[src/rtl/interp_fir_tx.sv]
// Polyphase x L interpolating anti-imaging FIR for the sonar transmit path; one time-shared MAC, one sample in flight.
// Define INTERP_FIR_SAT_EN to clamp the shifted accumulator to 24 bits; otherwise the low 24 bits are kept (wrap).
module interp_fir_tx #(
  parameter int L       = 4,
  parameter int TAPS    = 64,
  parameter int CH_BITS = 3,
  parameter int SHIFT   = 20,
  // Prototype coefficients h[0..TAPS-1], signed 24-bit, h[i] at bits [i*24 +: 24] (built from interp_coe.mem)
  parameter logic [TAPS*24-1:0] COEFS = '0
) (
  input  logic               s_axis_aclk,
  input  logic               s_axis_arst,
  input  logic [23:0]        s_axis_tdata,
  input  logic               s_axis_tvalid,
  output logic               s_axis_tready,
  input  logic [CH_BITS-1:0] s_axis_tuser,
  input  logic               s_axis_tlast,
  output logic [23:0]        m_axis_tdata,
  output logic               m_axis_tvalid,
  input  logic               m_axis_tready,
  output logic [CH_BITS-1:0] m_axis_tuser,
  output logic               m_axis_tlast
);

  localparam int NP    = TAPS / L;
  localparam int NPW   = $clog2(NP);
  localparam int LW    = $clog2(L);
  localparam int AW    = CH_BITS + NPW;
  localparam int ACC_W = 48 + NPW;
  localparam int MW    = NPW + 2;
  localparam logic [MW-1:0] MAC_LAST = MW'(NP + 2);
  localparam logic [MW-1:0] MAC_RDS  = MW'(NP);
  localparam logic [LW-1:0] PH_LAST  = LW'(L - 1);

  typedef enum logic [1:0] {S_INIT, S_IDLE, S_MAC, S_OUT} state_t;
  state_t state, state_nxt;

  logic [23:0]               mem [2**AW];
  logic [NPW-1:0]            ptr [2**CH_BITS];
  logic [AW-1:0]             init_cnt;
  logic [MW-1:0]             mac_cnt;
  logic [LW-1:0]             phase;
  logic [CH_BITS-1:0]        ch_q;
  logic                      last_q;
  logic signed [23:0]        rd_data, coef_q;
  logic signed [47:0]        prod;
  logic                      rd_vld, prod_vld;
  logic signed [ACC_W-1:0]   accum;
  logic [23:0]               out_word;
  logic                      in_hs, out_hs, rd_en;
  logic [NPW-1:0]            rd_k;
  logic [NPW+LW-1:0]         coef_idx;

  assign in_hs    = (state == S_IDLE) && s_axis_tvalid;
  assign out_hs   = (state == S_OUT) && m_axis_tready;
  assign rd_en    = (state == S_MAC) && (mac_cnt < MAC_RDS);
  assign rd_k     = mac_cnt[NPW-1:0];
  assign coef_idx = {rd_k, phase};

  // NOTE: sequential state uses <= so every flop samples the values from before the edge.
  always_ff @(posedge s_axis_aclk) begin
    if (s_axis_arst) state <= S_INIT;
    else             state <= state_nxt;
  end

  always_comb begin
    // NOTE: default first so no path through this block infers a latch.
    state_nxt = state;
    unique case (state)
      S_INIT: if (init_cnt == '1)        state_nxt = S_IDLE;
      S_IDLE: if (s_axis_tvalid)         state_nxt = S_MAC;
      S_MAC:  if (mac_cnt == MAC_LAST)   state_nxt = S_OUT;
      S_OUT:  if (m_axis_tready)         state_nxt = (phase == PH_LAST) ? S_IDLE : S_MAC;
      default:                           state_nxt = S_INIT;
    endcase
  end

  always_comb begin
    s_axis_tready = (state == S_IDLE);
    m_axis_tvalid = (state == S_OUT);
    m_axis_tlast  = (state == S_OUT) && last_q && (phase == PH_LAST);
  end

  assign m_axis_tuser = ch_q;

  // NOTE: the delay-line RAM has no reset; INIT zero-fills it so it can map onto block RAM.
  always_ff @(posedge s_axis_aclk) begin
    if (state == S_INIT) mem[init_cnt] <= '0;
    else if (in_hs)      mem[{s_axis_tuser, ptr[s_axis_tuser]}] <= s_axis_tdata;
    if (rd_en)           rd_data <= mem[{ch_q, ptr[ch_q] - rd_k}];
  end

  // Coefficient fetch runs alongside the RAM read so both operands arrive together.
  always_ff @(posedge s_axis_aclk) begin
    coef_q <= COEFS[int'(coef_idx)*24 +: 24];
    prod   <= rd_data * coef_q;
  end

`ifdef INTERP_FIR_SAT_EN
  logic signed [ACC_W-1:0] shifted;
  assign shifted = accum >>> SHIFT;
  always_comb begin
    out_word = shifted[23:0];
    if (!(&shifted[ACC_W-1:23]) && (|shifted[ACC_W-1:23]))
      out_word = shifted[ACC_W-1] ? 24'h800000 : 24'h7FFFFF;
  end
`else
  assign out_word = 24'(accum >>> SHIFT);
`endif

  always_ff @(posedge s_axis_aclk) begin
    if (s_axis_arst) begin
      init_cnt     <= '0;
      mac_cnt      <= '0;
      phase        <= '0;
      ch_q         <= '0;
      last_q       <= 1'b0;
      rd_vld       <= 1'b0;
      prod_vld     <= 1'b0;
      accum        <= '0;
      m_axis_tdata <= '0;
      for (int i = 0; i < 2**CH_BITS; i++) ptr[i] <= '0;
    end else begin
      rd_vld   <= rd_en;
      prod_vld <= rd_vld;
      if (state == S_INIT) init_cnt <= init_cnt + 1'b1;
      if (in_hs) begin
        ch_q   <= s_axis_tuser;
        last_q <= s_axis_tlast;
        phase  <= '0;
      end
      // Every phase starts from a cleared accumulator and tap counter.
      if (in_hs || (out_hs && phase != PH_LAST)) begin
        mac_cnt <= '0;
        accum   <= '0;
      end else begin
        if (state == S_MAC) mac_cnt <= mac_cnt + 1'b1;
        if (prod_vld)       accum   <= accum + ACC_W'(prod);
      end
      if (state == S_MAC && mac_cnt == MAC_LAST) m_axis_tdata <= out_word;
      if (out_hs) begin
        if (phase == PH_LAST) ptr[ch_q] <= ptr[ch_q] + 1'b1;
        else                  phase     <= phase + 1'b1;
      end
    end
  end

endmodule
[config.mk]
export PLATFORM = sky130hd
export DESIGN_NAME = interp_fir_tx
export DESIGN_NICKNAME = d
export VERILOG_FILES = /design/src/rtl/interp_fir_tx.sv
export SDC_FILE = /design/constraint.sdc
export NUM_CORES = 1
export LEC_CHECK = 0
export ABC_CLOCK_PERIOD_IN_PS = 2000
export BUFFER_PORTS_ARGS = -buffer_cell sky130_fd_sc_hd__buf_4
export CAP_MARGIN = 20
export CORE_MARGIN = 5
export CORE_UTILIZATION = 44
export CTS_CLUSTER_SIZE = 10
export DETAILED_ROUTE_END_ITERATION = 10
export HOLD_SLACK_MARGIN = 0.1
export PLACE_DENSITY = 0.79
export SLEW_MARGIN = 20
export SYNTH_ARGS = -nofsm -noshare
export SYNTH_HDL_FRONTEND = slang
export SYNTH_SLANG_ARGS = --single-unit
[constraint.sdc]
create_clock -name s_axis_aclk -period 2 [get_ports s_axis_aclk]
set_clock_uncertainty 0.2 [all_clocks]
set_input_delay 0.3 -clock s_axis_aclk [delete_from_list [all_inputs] [get_ports s_axis_aclk]]
set_output_delay 0.3 -clock s_axis_aclk [all_outputs]
set_load 0.01 [all_outputs]
# --- Word level (Yosys, flattened, before mapping) ---
# Memory sizes are Yosys's and may differ from the RTL's. A register that Yosys moved wholly into a read port is not among the register bits.
# Cells that the tools add are included.
word_totals:
  reg_bits: 171
  latchBits: 0
  ramBits: 3104
  rom_bits: 0
  input_bits: 32
  out_inout_bits: 30
  word_cells: 76
  n_memories: 2
classes:
  addsub: 6
  n_mul: 2
  div: 0
  n_lt_le_gt_ge: 1
  n_eq_ne: 11
  shift: 1
  n_mux: 28
  bitwise_logic: 0
  reduce_logical: 13
memory_table:
  columns: ["memory", "depth", "width", "read_ports", "rd_ports_with_merged_regs", "wr", "line_no", "source"]
  rows:
  - ["mem", 128, 24, 1, 1, 1, "38", "logic [23:0] mem [2**AW];"]
  - ["ptr", 8, 4, 2, 1, 8, "39", "logic [NPW-1:0] ptr [2**CH_BITS];"]
op_table:
  columns: ["op", "count"]
  rows:
  - ["$shiftx 1536x12->24 const A", 1]
  - ["$add 52x48->52", 1]
  - ["$mul 24x24->48", 1]
  - ["$mux 24", 1]
  - ["$reduce_or 24->1", 1]
  - ["$mux 2", 8]
  - ["$mux 1", 13]
  - ["$mux 3", 3]
  - ["$mul 6x2->8 const B", 1]
  - ["$pmux 2 s4", 1]
  - ["$add 7x1->7 const B", 1]
  - ["$eq 7x7->1 const B", 1]
  - ["$logic_and 1x1->1", 7]
  - ["$mux 7", 1]
  - ["$add 6x1->6 const B", 1]
  - ["$eq 2x2->1 const B", 3]
  - ["$eq 6x5->1 const B", 1]
  - ["$lt 6x5->1 const B", 1]
  - ["$ne 2x2->1 const B", 3]
  - ["$add 4x1->4 const B", 1]
  - ["$mux 4", 1]
  - ["$ne 2x1->1 const B", 2]
  - ["$reduce_and 4->1", 1]
  - ["$reduce_or 4->1", 1]
  - ["6 further kinds", 6]

# --- Longest topological paths before layout ---
# Gate-level depths: netlist (run 1).
depth:
  ltp_word: 7
  ltp_mapped: 4
  ltp_nobuf: 4

# --- Worst setup path after synthesis (run 1) ---
# No wires, ideal clock.
synth_path:
  kind: "register to register"
  startpoint: "reg state[0]"
  endpoint: "reg init_cnt[5]"
  arrival_ns: 1.340
  t_required_ns: 1.730
  setup_slack_ns: 0.391
  stages_incl_launch_ff: 4
  synth_period_minus_slack_ns: 1.609
  cell_sequence: "dfxtp_1 -> or3b_1 -> or4_1 -> a21oi_1"
synth_via:
  elab_chain_len: 1
synth_lines:
  columns: ["item", "line_no", "source"]
  rows:
  - ["from (decl)", "36", "state_t state, state_nxt;"]
  - ["from (signal assigned)", "63", "else state <= state_nxt;"]
  - ["$logic_not 2->1", "126", "if (state == S_INIT) init_cnt <= init_cnt + 1'b1;"]
  - ["to (signal assigned)", "126", null]
  - ["to (decl)", "40", "logic [AW-1:0] init_cnt;"]
# No other way between the ends.
# A chain may end at the register's enable or synchronous reset.

# --- Worst setup path after layout (run 1) ---
layout_path:
  startpoint: "reg state[1]"
  endpoint: "out m_axis_tlast"
layout_via:
  elab_chain_len: 3
layout_lines:
  columns: ["item", "line_no", "source"]
  rows:
  - ["$eq 2x2->1", "81", "m_axis_tlast = (state == S_OUT) && last_q && (phase == PH_LAST);"]
  - ["$logic_and 1x1->1 (2 in a row)", "81", null]
  - ["to (decl)", "22", "output logic m_axis_tlast"]
# No other way between the ends.

==> results.sh, run 1 <==
export IMPL_status="complete, no violations"
export IMPL_grt_max_degree=17
export IMPL_synth_ff_latch_count=21
export IMPL_ir_worst_vdd_uv=400
export IMPL_mostFrequentLayoutCells="conb_1, dfxtp_1, buf_4"
export IMPL_avgSynthCellArea_um2=8.56
export IMPL_route_detailed_drc=0
export IMPL_clock_fmax_mhz=543
export IMPL_clockBufferDepth=2
export IMPL_htreeDepth=1
export IMPL_ant_nets=0
export IMPL_area_growth_synth_to_final_pct=12.2
export IMPL_port_buffers=13
export IMPL_clkPwrFrac=0.293
export IMPL_cp_start_kind="register"
export IMPL_seqPwrFrac=0.614
export IMPL_numCtsBuffers=3
export IMPL_arrival_ps=1340
export IMPL_timing_final_crit_share=0.920
export IMPL_drive_gt1_frac=0.128
export IMPL_drt_iter0_drc=4
export IMPL_placed_cells=176
export IMPL_clk_pin_slew_ps=120
export IMPL_cap_violations=0
export IMPL_first_pass_iters=4
export IMPL_powerDensity_nw_per_um2=542
export IMPL_setup_violations=0
export IMPL_p_leak_uw=0.000540
export IMPL_cts_sinks=21
export IMPL_grt_usage=0.127
export IMPL_syn_inst=134
export IMPL_worstHoldPathType="primary input to register"
export IMPL_post_cts_buffers=0
export IMPL_ys_types=30
export IMPL_synth_warnings=0
export IMPL_clk_latency_ps=300
export IMPL_worstPathRequired_ps=1500
export IMPL_fin_cells=186
export IMPL_hpwl_um=1650
export IMPL_final_net_count=193
export IMPL_antenna_cells=0
export IMPL_dieArea_um2=3730
export IMPL_cts_tree="done"
export IMPL_fp_dieW_um=61.1
export IMPL_crit_type="register to output port"
export IMPL_cts_root_buf="clkbuf_4"
export IMPL_timing_final_crit_period_ps=1840
export IMPL_setup_tns_ps=0
export IMPL_placementRows=18
export IMPL_final_common_cell="conb_1"
export IMPL_wl_um=2190
export IMPL_switching_share=0.250
export IMPL_p_int_uw=523
export IMPL_coreArea_um2=2480
export IMPL_p_sw_uw=174
export IMPL_seq_area_frac_synth=0.366
export IMPL_vias_per_cell=4.96
export IMPL_ios=62
export IMPL_rsz0062_at_grt="false"
export IMPL_grt_overflow=0
export IMPL_die_h_um=61.1
export IMPL_initial_utilization=0.463
export IMPL_first_global_vias=893
export IMPL_hold_viol_final=0
export IMPL_gp_congestion=0.779
export IMPL_cp_end_kind="output port"
export IMPL_synth_area_um2=1150
export IMPL_pwr_share_comb=0.093
export IMPL_grt_pass1_wl_um=3680
export IMPL_slew_viol_final=0
export IMPL_cts_resized=0
export IMPL_antenna_found_initial=0
export IMPL_vias=923
export IMPL_cp_max_fo=15
export IMPL_wl_per_cell_um=11.8
## cell type report
cell class	count	area [µm²]
clock buffers	3	22.5
clock inverters	1	5.00
fillers	231	1190
inverters	4	15.0
multi-input cells	105	607
flip-flops and latches	21	420
well taps	30	37.5
repair buffers	22	180
## routing by layer
metal  part of all wire  up-vias  global-route usage
met5                  0        -                   0
met4                  0        0              0.0279
met3              0.077        0              0.0314
met2               0.53       25               0.242
met1               0.39      440               0.140
li1                   -      458                   -
## power by group through the flow
stage / logic [µW] / clock network, µW / registers, µW
5_1_grt: 72.7 / 241 / 429
3_3_place_gp: 51.8 / 0 / 437
2_1_floorplan: 71.7 / 0 / 436
3_5_place_dp: 53.6 / 0 / 437
6_report: 64.9 / 204 / 428
4_1_cts: 62.8 / 214 / 428
## flip-flops by register name, indices dropped and copies added (netlist names)
name and count:
last_q 1, m_axis_tuser 3, mac_cnt 6, init_cnt 7, phase 2, state 2
## kinds of logic after synthesis
logic type,count (synthesis),share of synthesized area
and+or+nand+nor,48,0.244
buffers and inverters,31,0.180
AOI/OAI and AO/OA,21,0.0971
DFF,21,0.366
adders and majority gates,4,0.0436
xor gates and xnor gates,4,0.0305
muxes,4,0.0349
other,1,0.00327
## Yosys cell counts
cell type	number	area (µm²)
xnor2_1	3	26.3
nand3b_1	5	37.5
or3_1	7	43.8
nand4bb_1	1	11.3
a21oi_1	11	55.1
conb_1	1	3.75
and3_1	1	6.26
nand3_1	7	35.0
nor4b_1	1	8.76
nor3b_1	1	7.51
clkbuf_1	3	11.3
ha_1	4	50.1
a31oi_1	1	6.26
or3b_1	1	8.76
nor2_1	10	37.5
or4_1	1	7.51
xor2_1	1	8.76
mux2i_1	4	40.0
nand4b_1	3	26.3
nand2_1	5	18.8
and2_1	1	6.26
inv_1	4	15.0
buf_4	24	180
a211oi_1	1	7.51
nor2b_1	2	12.5
nand2b_1	1	6.26
o21ai_0	7	35.0
dfxtp_1	21	420
o31ai_1	1	7.51
or2_0	1	6.26
## final timing paths
kind              slack, ps  cells past startpoint      endpoint     startpoint
setup / recovery        160                      4  m_axis_tlast       state[1]
hold / removal          120                      4      state[0]  s_axis_tvalid
setup reg to reg        290                      3   init_cnt[5]    init_cnt[2]
hold reg to reg         290                      2      phase[1]       phase[1]
## metrics by stage
step	area, µm²	power (µW)	util	hold slack (ps)	setup slack [ps]
after CTS	1290	705	0.520	111	150
after global placement	1200	489	0.484	261	352
after detailed placement	1200	491	0.484	270	321
final	1290	697	0.520	118	159
after global routing	1290	743	0.520	114	75.8
after floorplan	1230	508	-	169	391
## timing repair
item | 4_1_cts | 5_1_grt
hold buffers | 6 | 0
setup endpoints to repair | 0 | 0
endpoints found under the hold margin | 15 | 0
## critical path, cell delays in order, from the launching register on
cell	delay [ps]
dfxtp_1	340
buf_4	180
and2_1	200
and3_1	190
buf_4	140
No activity file was read; power rests on OpenSTA's default activity.
==> inputs of run 2 (changes only) <==
--- a/config.mk
+++ b/config.mk
@@ -6,14 +6,14 @@
 export NUM_CORES = 1
 export LEC_CHECK = 0
 export ABC_CLOCK_PERIOD_IN_PS = 2000
-export BUFFER_PORTS_ARGS = -buffer_cell sky130_fd_sc_hd__buf_4
 export CAP_MARGIN = 20
 export CORE_MARGIN = 5
-export CORE_UTILIZATION = 44
+export CORE_UTILIZATION = 60
 export CTS_CLUSTER_SIZE = 10
 export DETAILED_ROUTE_END_ITERATION = 10
+export DONT_BUFFER_PORTS = 1
 export HOLD_SLACK_MARGIN = 0.1
-export PLACE_DENSITY = 0.79
+export PLACE_DENSITY = 0.76
 export SLEW_MARGIN = 20
 export SYNTH_ARGS = -nofsm -noshare
 export SYNTH_HDL_FRONTEND = slang
==> run 2 against run 1 <==
  * Critical path depth is 1 lower
  * Routed wire length is 0.59% higher
  * Design area is 7.3% lower
  * Worst setup slack better by 3.7 ps
  * Clock power hardly changed
  * Worst hold slack better by 65 ps
  * Sequential share of layout area is 2.6 points higher
  * Critical path type unchanged
  * Largest power group unchanged
==> results.sh, run 2 (synthesis gave the netlist of run 1 again) <==
export IMPL_antenna_cells=0
export IMPL_mostFrequentLayoutCells="conb_1, dfxtp_1, a21oi_1"
export IMPL_cts_tree="done"
export IMPL_initial_utilization=0.650
export IMPL_worstHoldPathType="primary input to register"
export IMPL_largest_register_ffs=7
export IMPL_setup_tns_ps=0
export IMPL_reg2reg_to="init_cnt[5]"
export IMPL_hold_start="m_axis_tready"
export IMPL_ios=62
export IMPL_htreeDepth=1
export IMPL_slowest_delay_ps=350
export IMPL_path_delay_family="simple AND/OR/NAND/NOR gates"
export IMPL_grt_usage=0.173
export IMPL_worstMarginPinSlew_ps=606
export IMPL_cts_resized=0
export IMPL_post_cts_buffers=0
export IMPL_rsz0062_at_grt="false"
export IMPL_clockBufferDepth=2
export IMPL_coreArea_um2=1760
export IMPL_clk_pin_slew_ps=120
export IMPL_cts_sinks=21
export IMPL_r2r_start="init_cnt[2]"
export IMPL_antenna_found_initial=0
export IMPL_gp_congestion=0.711
export IMPL_port_buffers=0
export IMPL_first_global_vias=857
export IMPL_cp_start_kind="register"
export IMPL_hold_path_depth=3
export IMPL_first_pass_iters=4
export IMPL_cap_violations=0
export IMPL_dieArea_um2=2890
export IMPL_cp_end_kind="output port"
export IMPL_clk_latency_ps=300
export IMPL_ir_worst_vdd_uv=559
export IMPL_area_growth_synth_to_final_pct=4.03
export IMPL_cp_max_fo=14
export IMPL_holdWs_ps=184
export IMPL_top_register="init_cnt"
export IMPL_setup_violations=0
export IMPL_drt_iter0_drc=22
export IMPL_powerDensity_nw_per_um2=573
export IMPL_status="complete, no violations"
export IMPL_route_detailed_drc=0
export IMPL_crit_type="register to output port"
export IMPL_wl_um=2210
export IMPL_die_h_um=53.7
export IMPL_final_net_count=181
export IMPL_wl_per_cell_um=13.0
export IMPL_grt_pass1_wl_um=3610
export IMPL_final_common_cell="conb_1"
export IMPL_hpwl_um=1490
export IMPL_slew_viol_final=0
export IMPL_slowest_stage="dfxtp_1"
export IMPL_hold_viol_final=0
export IMPL_ant_nets=0
export IMPL_vias=893
export IMPL_fp_dieW_um=53.7
export IMPL_numCtsBuffers=3
export IMPL_worstHoldEndpoint="phase[0]"
export IMPL_grt_overflow=0
export IMPL_crit_buf_inv=1
export IMPL_cts_root_buf="clkbuf_4"
export IMPL_r2r_slack_ps=290
export IMPL_placementRows=15
export IMPL_worstPathRequired_ps=1500
export IMPL_maxSlewHeadroom=0.595
export IMPL_drive_gt1_frac=0.0486
export IMPL_r2r_cells=3
export IMPL_clock_fmax_mhz=544
export IMPL_arrival_ps=1340
export IMPL_path_cells="buf_4 -> and2_1 -> and3_1"
export IMPL_vias_per_cell=5.28
export IMPL_p_leak_uw=0.000477
export IMPL_timing_final_crit_period_ps=1840
export IMPL_grt_max_degree=17
export IMPL_timing_final_crit_share=0.919
[run 2: worst max path at each step]
stage	slack, ps	to	from	depth (start not counted)
4_1_cts	180	m_axis_tlast	state[1]	3
6_report	160	m_axis_tlast	state[0]	3
3_3_place_gp	360	init_cnt[5]	init_cnt[2]	3
2_1_floorplan	390	init_cnt[5]	state[0]	3
3_5_place_dp	320	init_cnt[5]	init_cnt[2]	3
5_1_grt	60	m_axis_tlast	state[0]	3
[run 2: what timing repair did]
item / in CTS / in global routing
setup endpoints to repair: 0 / 0
endpoints found under the hold margin: 17 / 0
hold buffers: 7 / 0
[run 2: routing by layer]
metal  vias up  share of wire  GRT usage
met5         -              0          0
met4         0         0.0027     0.0511
met3         2          0.082     0.0554
met2        31           0.53      0.321
met1       428           0.38      0.183
li1        432              -          -
[run 2: through the flow]
stage	cells	cell area (µm²)	util	power, µW	setup WS [ps]
after detailed placement	158	1100	0.621	475	318
final	169	1190	0.677	685	163
after floorplan	157	1230	-	508	391
after global placement	158	1100	0.621	473	361
after global routing	169	1190	0.677	725	64.9
after CTS	169	1190	0.677	689	177
[run 2: cell type report]
class                           count  area, µm²
Inverter                            4       15.0
Clock buffer                        3       22.5
Clock inverter                      1       5.00
Sequential cell                    21        420
Multi-Input combinational cell    105        607
Tap cell                           25       31.3
Fill cell                         144        571
Timing Repair Buffer               10       92.6
[run 2: worst min-delay path: cells and delay by family]
kind / cells / cell delay (ps)
and+or+nand+nor: 2 / 280
AOI/OAI and AO/OA: 1 / 70
[run 2: power breakdown]
part           total, µW  internal (µW)  switching (µW)
Sequential           428            424            4.18
Combinational       56.1           17.8            38.3
Clock                201           74.4             126
Total                685            516             169
